[src/rtl/uart_rx_fifo.sv]
// uart_rx_fifo
// Captures bytes from an upstream UART receiver into a DEPTH-entry FIFO.
// Each stored entry holds the byte and the parity error flag that came with it.
// A three-state capture FSM makes exactly one write attempt per receiver byte.
// It acknowledges the byte with a one-cycle rdy_clr pulse and then waits for
// the receiver to drop rx_ready before it accepts another byte.
//
// Ports
//   CLOCK_50  in   single clock, rising edge
//   KEY0      in   asynchronous active-low reset
//   rx_data   in   [7:0] byte from receiver, valid while rx_ready=1
//   rx_ready  in   receiver byte-available level
//   rx_perr   in   parity error flag for rx_data
//   rdy_clr   out  one-cycle pulse clearing the receiver's rx_ready
//   rd_en     in   consumer read request
//   rd_data   out  [7:0] last popped byte (held between reads)
//   rd_perr   out  parity flag of the last popped byte
//   rd_valid  out  one-cycle pulse, the cycle after an accepted read
//   empty     out  count == 0
//   full      out  count == DEPTH
//   count     out  [AW:0] current occupancy
//   overflow  out  sticky flag, set when a byte is dropped
//   ovf_clr   in   synchronous clear for overflow (a same-edge drop wins)
module uart_rx_fifo #(
  parameter int DEPTH = 16,
  parameter int AW    = 4
) (
  input  logic          CLOCK_50,
  input  logic          KEY0,
  input  logic [7:0]    rx_data,
  input  logic          rx_ready,
  input  logic          rx_perr,
  output logic          rdy_clr,
  input  logic          rd_en,
  output logic [7:0]    rd_data,
  output logic          rd_perr,
  output logic          rd_valid,
  output logic          empty,
  output logic          full,
  output logic [AW:0]   count,
  output logic          overflow,
  input  logic          ovf_clr
);

  localparam logic [AW:0] DEPTH_C = (AW+1)'(DEPTH);

  typedef enum logic [1:0] {
    IDLE,
    CLEAR,
    WAIT_LOW
  } state_t;

  state_t state;
  state_t state_next;

  logic [8:0]    mem [DEPTH];
  logic [AW-1:0] wr_ptr;
  logic [AW-1:0] rd_ptr;

  logic wr_try;
  logic rd_acc;
  logic room;
  logic wr_do;
  logic drop;

  // Capture FSM state register.
  always_ff @(posedge CLOCK_50 or negedge KEY0) begin
    if (!KEY0) begin
      state <= IDLE;
    end else begin
      state <= state_next;
    end
  end

  // The FSM attempts a write only when it sees rx_ready in IDLE. It then
  // sits in WAIT_LOW until the receiver drops rx_ready. This way a byte that
  // is held high for many cycles still produces only one write attempt.
  always_comb begin
    state_next = state;
    rdy_clr    = 1'b0;
    wr_try     = 1'b0;
    case (state)
      IDLE: begin
        if (rx_ready) begin
          wr_try     = 1'b1;
          state_next = CLEAR;
        end
      end
      CLEAR: begin
        rdy_clr    = 1'b1;
        state_next = WAIT_LOW;
      end
      WAIT_LOW: begin
        if (!rx_ready) begin
          state_next = IDLE;
        end
      end
      default: state_next = IDLE;
    endcase
  end

  // When the FIFO is full, a read accepted on the same edge frees a slot,
  // so the incoming byte is kept rather than dropped. A dropped byte still
  // receives its rdy_clr acknowledge through the normal FSM path.
  assign empty  = (count == '0);
  assign full   = (count == DEPTH_C);
  assign rd_acc = rd_en && !empty;
  assign room   = (count < DEPTH_C) || rd_acc;
  assign wr_do  = wr_try && room;
  assign drop   = wr_try && !room;

  // Storage array. It has no reset, because contents are only meaningful
  // through the pointers and count.
  always_ff @(posedge CLOCK_50) begin
    if (wr_do) begin
      mem[wr_ptr] <= {rx_perr, rx_data};
    end
  end

  // Pointers and occupancy. Both pointers wrap because DEPTH is a power of two.
  always_ff @(posedge CLOCK_50 or negedge KEY0) begin
    if (!KEY0) begin
      wr_ptr <= '0;
      rd_ptr <= '0;
      count  <= '0;
    end else begin
      if (wr_do) begin
        wr_ptr <= wr_ptr + AW'(1);
      end
      if (rd_acc) begin
        rd_ptr <= rd_ptr + AW'(1);
      end
      case ({wr_do, rd_acc})
        2'b10:   count <= count + (AW+1)'(1);
        2'b01:   count <= count - (AW+1)'(1);
        default: count <= count;
      endcase
    end
  end

  // Read port. The output registers load only on an accepted read, so they
  // keep the last popped entry between reads.
  always_ff @(posedge CLOCK_50 or negedge KEY0) begin
    if (!KEY0) begin
      rd_data  <= 8'h00;
      rd_perr  <= 1'b0;
      rd_valid <= 1'b0;
    end else begin
      rd_valid <= rd_acc;
      if (rd_acc) begin
        {rd_perr, rd_data} <= mem[rd_ptr];
      end
    end
  end

  // Sticky overflow flag. A drop on the same edge as ovf_clr keeps the flag set.
  always_ff @(posedge CLOCK_50 or negedge KEY0) begin
    if (!KEY0) begin
      overflow <= 1'b0;
    end else if (drop) begin
      overflow <= 1'b1;
    end else if (ovf_clr) begin
      overflow <= 1'b0;
    end
  end

endmodule

[config.mk]
export PLATFORM = sky130hd
export DESIGN_NAME = uart_rx_fifo
export DESIGN_NICKNAME = d
export VERILOG_FILES = /design/src/rtl/uart_rx_fifo.sv
export SDC_FILE = /design/constraint.sdc
export NUM_CORES = 1
export LEC_CHECK = 0
export ABC_AREA = 1
export CORE_MARGIN = 2
export CORE_UTILIZATION = 63
export CTS_BUF_LIST = sky130_fd_sc_hd__clkbuf_4 sky130_fd_sc_hd__clkbuf_8
export DETAILED_ROUTE_END_ITERATION = 12
export PLACE_DENSITY = 0.82
export SLEW_MARGIN = 20
export SYNTH_ARGS = -nofsm -noshare
export SYNTH_HDL_FRONTEND = slang
export SYNTH_SLANG_ARGS = --single-unit
[constraint.sdc]
create_clock -name CLOCK_50 -period 2.6 [get_ports CLOCK_50]
set_input_delay 0.65 -clock CLOCK_50 [delete_from_list [all_inputs] [get_ports CLOCK_50]]
set_output_delay 0.65 -clock CLOCK_50 [all_outputs]
set_load 0.02 [all_outputs]
# Yosys cells after proc, flatten, opt, wreduce, memory -nomap -nowiden
# Memories as Yosys holds them, arrays and structs flattened. A register that Yosys moved wholly into a read port is not among the register bits.
# Index checks and enable logic that the tools add are counted.
word_totals:
  ff_bits: 17
  mem_bits_rw: 144
  inputBits: 14
  out_inout_bits: 19
  wordCells: 42
  n_memories: 1
op_classes:
  add_sub_neg: 4
  magnitude_cmp: 1
  eq_ne: 7
  n_mux: 11
  reduce_logical: 12
memory_table:
  columns: ["memory", "depth", "word_bits", "read_ports", "rd_clocked_by_memory_dff", "wr", "line_no", "text"]
  rows:
  - ["mem", 16, 9, 1, 1, 1, "56", "logic [8:0] mem [DEPTH];"]
op_table:
  columns: ["operator", "count"]
  rows:
  - ["case mux 5 bit (2 select lines)", 1]
  - ["adder 4 x 1 -> 4 bit, second input constant", 2]
  - ["two-way mux 1 bit", 7]
  - ["case mux 2 bit (3 select lines)", 1]
  - ["adder 5 x 1 -> 5 bit, second input constant", 1]
  - ["equality test 5 bit, second input constant", 1]
  - ["zero test 5 bit", 1]
  - ["less-than comparator 5 bit, second input constant", 1]
  - ["subtractor 5 x 1 -> 5 bit, second input constant", 1]
  - ["equality test 2 x 1 -> 1 bit, second input constant", 2]
  - ["equality test 2 bit, second input constant", 2]
  - ["two-way mux 2 bit", 2]
  - ["inequality test 2 bit, second input constant", 2]
  - ["nonzero test 2 bit", 2]
  - ["logical AND 1 bit", 3]
  - ["zero test 1 bit", 3]
  - ["zero test 2 bit", 1]
  - ["AND reduction 2 bit", 1]
  - ["logical OR 1 bit", 1]

# Longest topological paths before layout
# Gate-level depths: netlist (run 1).
depth:
  depth_word: 7
  ltp_mapped: 13
  ltp_nobuf: 12

# Worst setup path before layout (run 1)
# No wires, ideal clock.
synth_path:
  kind: "reg2reg"
  start: "register count[1]"
  end: "register count[4]"
  setup_ps: 65
  arrival_time_ps: 2385
  required_time_ps: 2535
  slack_ps: 149
  path_stages_with_launch: 14
  n_path_buf: 1
  synth_period_minus_slack_ps: 2451
  cell_sequence: "dfrtp_1 -> nor4_4 -> nand2_2 -> nand2_4 -> inv_2 -> buf_6 -> ha_1 -> fa_1 -> a21oi_1 -> nor2_1 -> nor2_1 -> xor2_1 -> nand2_1 -> nand2_1"
synth_via:
  elab_chain_len: 7
  elab_cells_between_ends: 12
  cone_classes: "2 x add/sub; 1 x order compare; 2 x eq/ne; 1 x mux; 6 x reduce/logical"
synth_rtl:
  columns: ["item", "line_no", "text"]
  rows:
  - ["from (decl)", "40", "output logic [AW:0] count,"]
  - ["from (signal assigned)", "134", "2'b10: count <= count + (AW+1)'(1);"]
  - ["from (signal assigned)", "135", "2'b01: count <= count - (AW+1)'(1);"]
  - ["from (signal assigned)", "136", "default: count <= count;"]
  - ["zero test 5 bit *", "105", "assign empty = (count == '0);"]
  - ["zero test 1 bit *", "107", "assign rd_acc = rd_en && !empty;"]
  - ["logical AND 1 bit *", "107", null]
  - ["net rd_acc", "61", "logic rd_acc;"]
  - ["logical OR 1 bit", "108", "assign room = (count < DEPTH_C) || rd_acc;"]
  - ["logical AND 1 bit", "109", "assign wr_do = wr_try && room;"]
  - ["equality test 2 x 1 -> 1 bit / equality test 2 bit (equally long branches)", "133", "case ({wr_do, rd_acc})"]
  - ["case mux 5 bit (2 select lines) / nonzero test 2 bit (equally long branches)", null, null]
# Mark *: on every way through the listed nets, which the timed path passes. The rest lies on a longest branch.
# A chain may end at the register's enable or synchronous reset.

# Worst setup path in the final report (run 1)
layout_path:
  start: "register count[1]"
  end: "register count[4]"
layout_via:
  elab_chain_len: 7
  elab_cells_between_ends: 12
  cone_classes: "2 x add/sub; 1 x order compare; 2 x eq/ne; 1 x mux; 6 x reduce/logical"
layout_rtl:
  columns: ["item"]
  rows:
  - ["parallel branches: the longest is 7 deep, another holds less-than comparator 5 bit"]
# Several ways; the timed one is not identified.

==> out/results.ini, run 1 <==
[routing]
vias = 5143
drc = 0
drt_iter0_drc = 514
postRouteAntennaNets = 0
finalWirelength_mm = 16.0
wire_per_inst_um = 16.9
dr.pass1.iters = 5
viasPerCell = 5.41

[sta]
fin_crit_sh = 0.956
rsz0062_at_grt = no
drv_slew = 0
fin_crit_ns = 2.49
finalClockSkew_ns = 0.0112
max_freq_mhz = 402
max-slew-margin-rel = 0.454
hold_viol = 0
setup-tns-final_ns = 0
setup_viol = 0
worst_slew_pin_slew_ns = 0.819

[worst_setup_path]
path_depth = 12
cp_cell_sequence = nor4_4 -> nand2_2 -> nand2_4 -> inv_2 -> ha_1 -> fa_1 -> a21oi_1 -> nor2_1 -> nor2_1 -> xor2_1 -> nand2_1 -> nand2_1
cp.required_ns = 2.99
crit_family = simple AND/OR/NAND/NOR gates
end_kind = register
criticalPathCategory = reg2reg
start_kind = register
critPathMaxStageDelay_ns = 0.47
crit_fanout = 5
crit_slowest_cell = dfrtp_1
r2r_cells = 12
critical_path_arrival_ns = 2.88
cp_num_buf_inv = 1

[synthesis]
synth_top_area_share = 0.574
synth_most_common_cell = nand2_1
syn_area_per_cell_um2 = 10.2
yosysSeqAreaShare = 0.660
syn_area_mm2 = 0.00753
synth_seq_cells = 170
synthFlopType = edfxtp_1
yosysWarnings = 0
synth_nets = 765
yosys-top-cells-count = nand2_1 (246), edfxtp_1 (144), inv_1 (122)
synth_cells = 741
async_reset_ff_frac = 0.153
ys_top_cells_by_area = edfxtp_1 (57%), nand2_1 (12%), dfrtp_1 (8.6%)
synth_cell_types = 27
synth_edf_count = 144
synth_largest_area_cell = edfxtp_1

[cts]
insertion_delay_ns = 0.46
cts_tree = done
clock_sink_count = 170
cts_made_buffers = 17
clk_path_buf_depth = 2
hold_buffers = 0
cts-root-buf = clkbuf_8
clk_pin_slew_ns = 0.08
htree_levels = 4

[floorplanning]
start_util = 0.652
io_pins = 33
die_h_um = 113
num_rows = 39
core_area_mm2 = 0.0116
die_area_mm2 = 0.0129
die_x_um = 113

[pwr]
p_per_area_mw_per_mm2 = 1000
p_leak_nw = 3.77
max-vdd-ir-drop_v = 0.000647

[global_routing]
grt-ovfl-total = 0
grt_pass1_wl_mm = 26.0
grt_max_degree = 76
antenna_found_initial = 0
grt_usage = 0.273
grt_pass1_vias = 5093

[min_path]
min_path_cells = 2
hold_class = reg2reg

[layout]
fin_nets = 818
drive_gt1_frac = 0.0905
areaGrowthSynthToFinish_pct = 12.3
fill_cells = 770
diodes = 0
post-route-util = 0.732

[place]
hpwl_mm = 10.3
routabilityCongestion = 0.962
io_buffers = 32

[status]
status = completed

[flow_run]
max_cap_viol_count = 0

[layer usage]
layer  part of all wire  track usage  wire (µm)  vias up
met5                  0            0          0        -
met4              0.035        0.137        556        0
met2               0.49        0.447       7920      203
li1                   -            -          -     2466
met3              0.070       0.0514       1130       48
met1               0.40        0.354       6410     2426
[worst reg2reg max path: cells and delay by family, from the launching register on]
kind	cells	cell delay, ns
AND/OR/NAND/NOR	7	0.88
adder cells (fa/ha/maj)	2	0.65
flip-flops	1	0.47
XOR/XNOR	1	0.20
AO/OA/AOI/OAI	1	0.17
buffers and inverters	1	0.04
[through the flow]
stage | setup WS (ns) | instance area (µm²) | hold WS (ns) | std cells | power [W]
2_1_floorplan | 0.149 | 7530 | 0.354 | 741 | 0.00568
3_3_place_gp | -0.0517 | 8080 | 0.469 | 918 | 0.00653
3_5_place_dp | -0.170 | 8080 | 0.473 | 918 | 0.00668
4_1_cts | 0.137 | 8460 | 0.495 | 950 | 0.00846
5_1_grt | 0.0296 | 8460 | 0.531 | 950 | 0.00896
6_report | 0.114 | 8460 | 0.491 | 950 | 0.00848
[cell type report]
| cell class | instances | area (µm²) | share of cell area |
|---|---|---|---|
| clock inverter | 3 | 42.5 | 0.00503 |
| tap | 143 | 179 | 0.0211 |
| clock buffer | 29 | 343 | 0.0405 |
| sequential | 170 | 4980 | 0.588 |
| inverter | 129 | 484 | 0.0572 |
| timing repair buffer | 62 | 556 | 0.0656 |
| multi-input combinational | 414 | 1880 | 0.223 |
[report_power, final]
part / internal (W) / total [W] / switching, W
sequential: 0.00328 / 0.00350 / 0.000225
clock: 0.000929 / 0.00178 / 0.000848
combinational: 0.00108 / 0.00320 / 0.00213
[flip-flops by register name, summed over array words and instances, names as in the netlist]
register and flops:
mem 144, rd_data 8, count 5, rd_ptr 4, wr_ptr 4, state 2
overflow 1, rd_perr 1, rd_valid 1
[path summary, 6_finish.rpt]
path / from / endpoint / slack, ns
setup / recovery: count[1] / count[4] / 0.11
hold / removal: rd_data[4] / rd_data[4] / 0.49
setup reg to reg: count[1] / count[4] / 0.11
hold reg to reg: rd_data[4] / rd_data[4] / 0.49
max in group asynchronous: KEY0 / rd_ptr[0] / 1.77
min in group asynchronous: KEY0 / rd_ptr[2] / 0.55
[placed cells by master (no fill, tap or decap), types with 3 or more instances in the layout]
cell,count
ha_1,9
nand3_1,110
buf_4,29
clkbuf_8,20
xor2_1,5
xnor2_1,3
nand2_1,246
clkdlybuf4s50_1,30
inv_2,5
o21ai_0,6
clkbuf_4,9
inv_1,122
dfrtp_1,25
edfxtp_1,144
nor2_1,24
[kinds of logic (layout without fill, tap and decap cells)]
family | Yosys count | in the layout | synth area share
XOR/XNOR | 8 | 8 | 0.00930
adder cells (fa/ha/maj) | 10 | 10 | 0.0176
buffers and inverters | 157 | 223 | 0.0898
AND/OR/NAND/NOR | 386 | 386 | 0.216
AO/OA/AOI/OAI | 10 | 10 | 0.00714
flip-flops | 170 | 170 | 0.660
[timing repair]
item                       in CTS  in global routing
buffers inserted                0                  0
setup endpoints to repair       2                  1
resized for setup               2                  1
Power figures use the tool's default switching activity.
==> run 2: changes to the inputs <==
CELL_PAD_IN_SITES_DETAIL_PLACEMENT = 0   (was not set)
CELL_PAD_IN_SITES_GLOBAL_PLACEMENT = 1   (was not set)
CORE_UTILIZATION = 54   (was 63)
PLACE_DENSITY = not set   (was 0.82)
PLACE_DENSITY_LB_ADDON = 0.1   (was not set)
clock period = 3.2 ns   (was 2.6 ns; I/O delays follow)
==> out/results.ini, run 2 (synthesized netlist as in run 1, its figures left out) <==
[sta]
hold_viol = 0  ; unchanged
rsz0062_at_grt = no
fin_crit_ns = 2.86
setup-tns-final_ns = 0  ; unchanged
max-slew-margin-rel = 0.443  ; -0.0108
finalClockSkew_ns = 0.00781  ; -0.00343 ns
fin_crit_sh = 0.894
drv_slew = 0  ; unchanged
max_freq_mhz = 349
setup_viol = 0  ; unchanged
worst_slew_pin_slew_ns = 0.835  ; +0.0162 ns

[cts]
cts_tree = done
cts_made_buffers = 17  ; unchanged
ctsResizeCount = 0  ; -2
clk_pin_slew_ns = 0.08  ; about the same
post_cts_buffers = 0  ; unchanged
htree_levels = 4  ; unchanged
cts-root-buf = clkbuf_8
clock_sink_count = 170  ; unchanged
insertion_delay_ns = 0.46  ; about the same
clk_path_buf_depth = 2  ; unchanged
hold_buffers = 0  ; unchanged

[pwr]
max-vdd-ir-drop_v = 0.000523  ; -19%
p_total_w = 0.00689  ; -19%
p_per_area_mw_per_mm2 = 814  ; -19%
p_leak_nw = 3.71  ; -1.6%

[routing]
viasPerCell = 5.07  ; -6.4%
vias = 4968  ; -3.4%
drc = 0  ; unchanged
dr.pass1.iters = 5  ; unchanged
postRouteAntennaNets = 0  ; unchanged
finalWirelength_mm = 16.6  ; +3.7%
wire_per_inst_um = 16.9  ; +0.53%
drt_iter0_drc = 426  ; -17%

[floorplanning]
io_pins = 33  ; unchanged
num_rows = 43  ; +10%
start_util = 0.547  ; -0.104
die_area_mm2 = 0.0149  ; +16%
die_h_um = 122  ; +7.7%
die_x_um = 122  ; +7.7%
core_area_mm2 = 0.0138  ; +19%

[worst_setup_path]
criticalPathCategory = reg2out
cp.required_ns = 2.40  ; -0.59 ns
rrSetupSlack_ns = 0.65  ; +0.54 ns
critPathMaxStageDelay_ns = 0.59  ; +0.12 ns
critical_path_arrival_ns = 2.06  ; -0.82 ns
crit_fanout = 5  ; unchanged
end_kind = output port
reg2reg_from = count[1]
cp_cell_sequence = nor4_4 -> nand2_2 -> inv_1 -> clkdlybuf4s50_1
start_kind = register
r2r_cells = 12  ; unchanged
r2r_end = count[4]
crit_slowest_cell = clkdlybuf4s50_1

[min_path]
hold_end = rd_perr
hold_class = reg2reg
min_path_cells = 2  ; unchanged
worstHoldStart = rd_perr

[global_routing]
grt_max_degree = 76  ; unchanged
grt-ovfl-total = 0  ; unchanged
grt_busiest_layer = met2
grt_pass1_vias = 4826  ; -5.2%
grt_usage = 0.240  ; -0.0328
met1_usage = 0.321  ; -0.0334
grt_use_met2 = 0.378  ; -0.0686
use_met3 = 0.0510  ; -0.000389
antenna_found_initial = 0  ; unchanged
grt_pass1_wl_mm = 25.6  ; -1.4%

[layout]
final_common_cell = nand2_1
drive_gt1_frac = 0.0763  ; -0.0142
areaGrowthSynthToFinish_pct = 12.4  ; about the same
final_cells = 980  ; +3.2%
largest-register = mem
fin_nets = 811  ; -0.86%
diodes = 0  ; unchanged
ff_latch_area_mm2 = 0.00498  ; unchanged
mostFrequentLayoutCells = nand2_1 (246), edfxtp_1 (144), inv_1 (122)
largest_reg_flops = 144  ; unchanged
fill_cells = 1160  ; +51%
multi_input_area_mm2 = 0.00188  ; unchanged
top_regs = mem (144), rd_data (8), count (5)

[place]
dp.cells = 948  ; +3.3%
io_buffers = 32  ; unchanged
routabilityCongestion = 0.852  ; -11%
hpwl_mm = 10.3  ; -0.44%

[status]
status = completed

[flow_run]
max_cap_viol_count = 0  ; unchanged

-- run 2: layer usage --
| layer | share of wire | vias to the layer above |
|---|---|---|
| met4 | 0.028 | 0 |
| met2 | 0.48 | 141 |
| met5 | 0 | - |
| li1 | - | 2451 |
| met3 | 0.053 | 34 |
| met1 | 0.43 | 2342 |
-- run 2: per-stage QoR --
step,cell area [µm²],worst slack [ns],utilization,hold WS (ns)
final,8470,0.338,0.615,0.489
after global routing,8470,0.202,0.615,0.513
after CTS,8470,0.293,0.615,0.488
after detailed placement,8070,0.130,0.586,0.467
after global placement,8070,0.156,0.586,0.466
after floorplan,7530,0.749,-,0.481
-- run 2: worst max-delay path: cells and delay by family, from the launching register on --
| kind | cells | cell delay, ns |
|---|---|---|
| buf+inv | 2 | 0.66 |
| flops | 1 | 0.47 |
| simple gates | 2 | 0.48 |
-- run 2: cell type report --
type / instances / area share
Sequential cell: 170 / 0.588
Multi-Input combinational cell: 414 / 0.222
Timing Repair Buffer: 55 / 0.0597
Inverter: 129 / 0.0572
Clock buffer: 18 / 0.0285
Tap cell: 180 / 0.0266
Clock inverter: 14 / 0.0180
-- run 2: worst max path at each step --
| stage | slack (ns) | endpoint | cells past startpoint | from |
|---|---|---|---|---|
| after global routing | 0.20 | empty | 4 | count[1] |
| after floorplan | 0.75 | count[4] | 13 | count[1] |
| after detailed placement | 0.13 | count[4] | 12 | rd_en |
| final | 0.34 | empty | 4 | count[1] |
| after CTS | 0.29 | empty | 4 | count[1] |
| after global placement | 0.16 | count[4] | 12 | rd_en |
-- run 2: power breakdown --
part           total [W]  switching [W]  internal [W]
logic            0.00253        0.00170      0.000838
registers        0.00285       0.000188       0.00266
clock network    0.00151       0.000741      0.000766
total            0.00689        0.00262       0.00427
==> run 3: changes to the inputs <==
CORE_UTILIZATION = 50   (was 54)
clock period = 2.9 ns   (was 3.2 ns; I/O delays follow)
==> out/results.ini, run 3 (synthesized netlist as in run 1, its figures left out) <==
[status]
status = completed

[floorplanning]
die_area_mm2 = 0.0161  ; +7.7%
core_area_mm2 = 0.0146  ; +6.3%
num_rows = 44  ; +2.3%
io_pins = 33  ; unchanged
die_h_um = 127  ; +3.8%
die_x_um = 127  ; +3.8%
start_util = 0.515  ; -0.0325

[cts]
hold_buffers = 0  ; unchanged
clk_pin_slew_ns = 0.09  ; about the same
cts_made_buffers = 17  ; unchanged
ctsResizeCount = 0  ; unchanged
clock_sink_count = 170  ; unchanged
cts_tree = done
clk_path_buf_depth = 2  ; unchanged
htree_levels = 4  ; unchanged
cts-root-buf = clkbuf_8
post_cts_buffers = 0  ; unchanged
insertion_delay_ns = 0.47  ; about the same

[layout]
areaGrowthSynthToFinish_pct = 13.2
post-route-util = 0.582  ; -0.0324
fin_nets = 819  ; +0.99%
mostFrequentLayoutCells = nand2_1 (246), edfxtp_1 (144), inv_1 (122)
largest_reg_flops = 144  ; unchanged
top_regs = mem (144), rd_data (8), count (5)
largest-register = mem
diodes = 0  ; unchanged
drive_gt1_frac = 0.0868  ; +0.0106
final_common_cell = nand2_1

[routing]
finalWirelength_mm = 16.4  ; -0.98%
viasPerCell = 5.09  ; +0.36%
wire_per_inst_um = 16.6  ; -2.0%
postRouteAntennaNets = 0  ; unchanged
vias = 5037  ; +1.4%
dr.pass1.iters = 5  ; unchanged
drc = 0  ; unchanged
drt_iter0_drc = 398  ; -6.6%

[min_path]
worstHoldStart = rd_data[7]
hold_class = reg2reg

[sta]
rsz0062_at_grt = no
worst_slew_pin_slew_ns = 0.787  ; -0.0488 ns
fin_crit_sh = 0.955
drv_slew = 0  ; unchanged
max_freq_mhz = 361
final_critical_path_setup_slack_ns = 0.130  ; -0.208 ns
hold_slack_ns = 0.484  ; -0.00519 ns
fin_crit_ns = 2.77
finalClockSkew_ns = 0.0155  ; +0.00765 ns
setup_viol = 0  ; unchanged
max-slew-margin-rel = 0.474  ; +0.0309
hold_viol = 0  ; unchanged
setup-tns-final_ns = 0  ; unchanged

[flow_run]
max_cap_viol_count = 0  ; unchanged

[global_routing]
antenna_found_initial = 0  ; unchanged
grt_usage = 0.225  ; -0.0158
grt_pass1_vias = 4983  ; +3.3%
grt_pass1_wl_mm = 26.6  ; +4.0%
grt_max_degree = 74  ; -2.6%
grt-ovfl-total = 0  ; unchanged

[place]
routabilityCongestion = 0.792  ; -7.1%
hpwl_mm = 10.5  ; +2.4%
io_buffers = 32  ; unchanged
place_ws_ns = 0.0741  ; -0.0559 ns

[pwr]
p_per_area_mw_per_mm2 = 894  ; +9.8%
p_leak_nw = 3.76  ; +1.4%
max-vdd-ir-drop_v = 0.000467  ; -11%

[worst_setup_path]
critPathLaunch = count[1]
start_kind = register
criticalPathCategory = reg2out
critical_path_arrival_ns = 2.05  ; about the same
end_kind = output port
crit_fanout = 5  ; unchanged
cp.required_ns = 2.17  ; -0.23 ns
reg2reg_from = count[1]

run 3: cell types whose count changed in the layout (fill, tap and decap cells not counted):
cell,before,now
inv_8,0,1
clkinv_1,7,4
clkinvlp_4,4,1
clkinv_4,0,1
buf_4,22,30
clkinv_2,1,3
run 3: critical path: stages, from the launching register on:
cell,delay [ns]
dfrtp_1,0.48
nor4_4,0.34
nand2_2,0.11
inv_1,0.07
clkdlybuf4s50_1,0.59
run 3: report_power, final:
| group | switching, W | total [W] | leakage [nW] | internal [W] |
|---|---|---|---|---|
| Combinational | 0.00185 | 0.00280 | 1.95 | 0.000947 |
| Sequential | 0.000205 | 0.00314 | 1.61 | 0.00294 |
| Clock | 0.000832 | 0.00168 | 0.199 | 0.000849 |
run 3: routing by layer:
| metal | up-vias | track usage | routed length [µm] |
|---|---|---|---|
| met5 | - | 0 | 0 |
| met2 | 103 | 0.391 | 8470 |
| met4 | 0 | 0.0808 | 371 |
| met1 | 2445 | 0.281 | 6850 |
| li1 | 2465 | - | - |
| met3 | 24 | 0.0447 | 755 |
run 3: through the flow:
stage	cell area, µm²	cells	total power [W]
3_3_place_gp	8140	960	0.00597
3_5_place_dp	8140	960	0.00603
6_report	8530	990	0.00762
5_1_grt	8530	990	0.00813
4_1_cts	8530	990	0.00770
2_1_floorplan	7530	741	0.00509
run 3: final cells by class:
cell class | instances | area [µm²]
fill | 1264 | 6110
inverter | 129 | 484
clock inverter | 12 | 149
timing repair buffer | 63 | 566
clock buffer | 18 | 241
sequential | 170 | 4980
tap | 184 | 230
multi-input combinational | 414 | 1880
run 3: path summary, 6_finish.rpt:
path,end,slack [ns],depth (start not counted)
min in group asynchronous,rd_data[0],0.62,2
max reg2reg,count[4],0.51,12
min,rd_data[7],0.48,2
max in group asynchronous,rd_ptr[0],1.98,2
max,empty,0.13,4
min reg2reg,rd_data[7],0.48,2
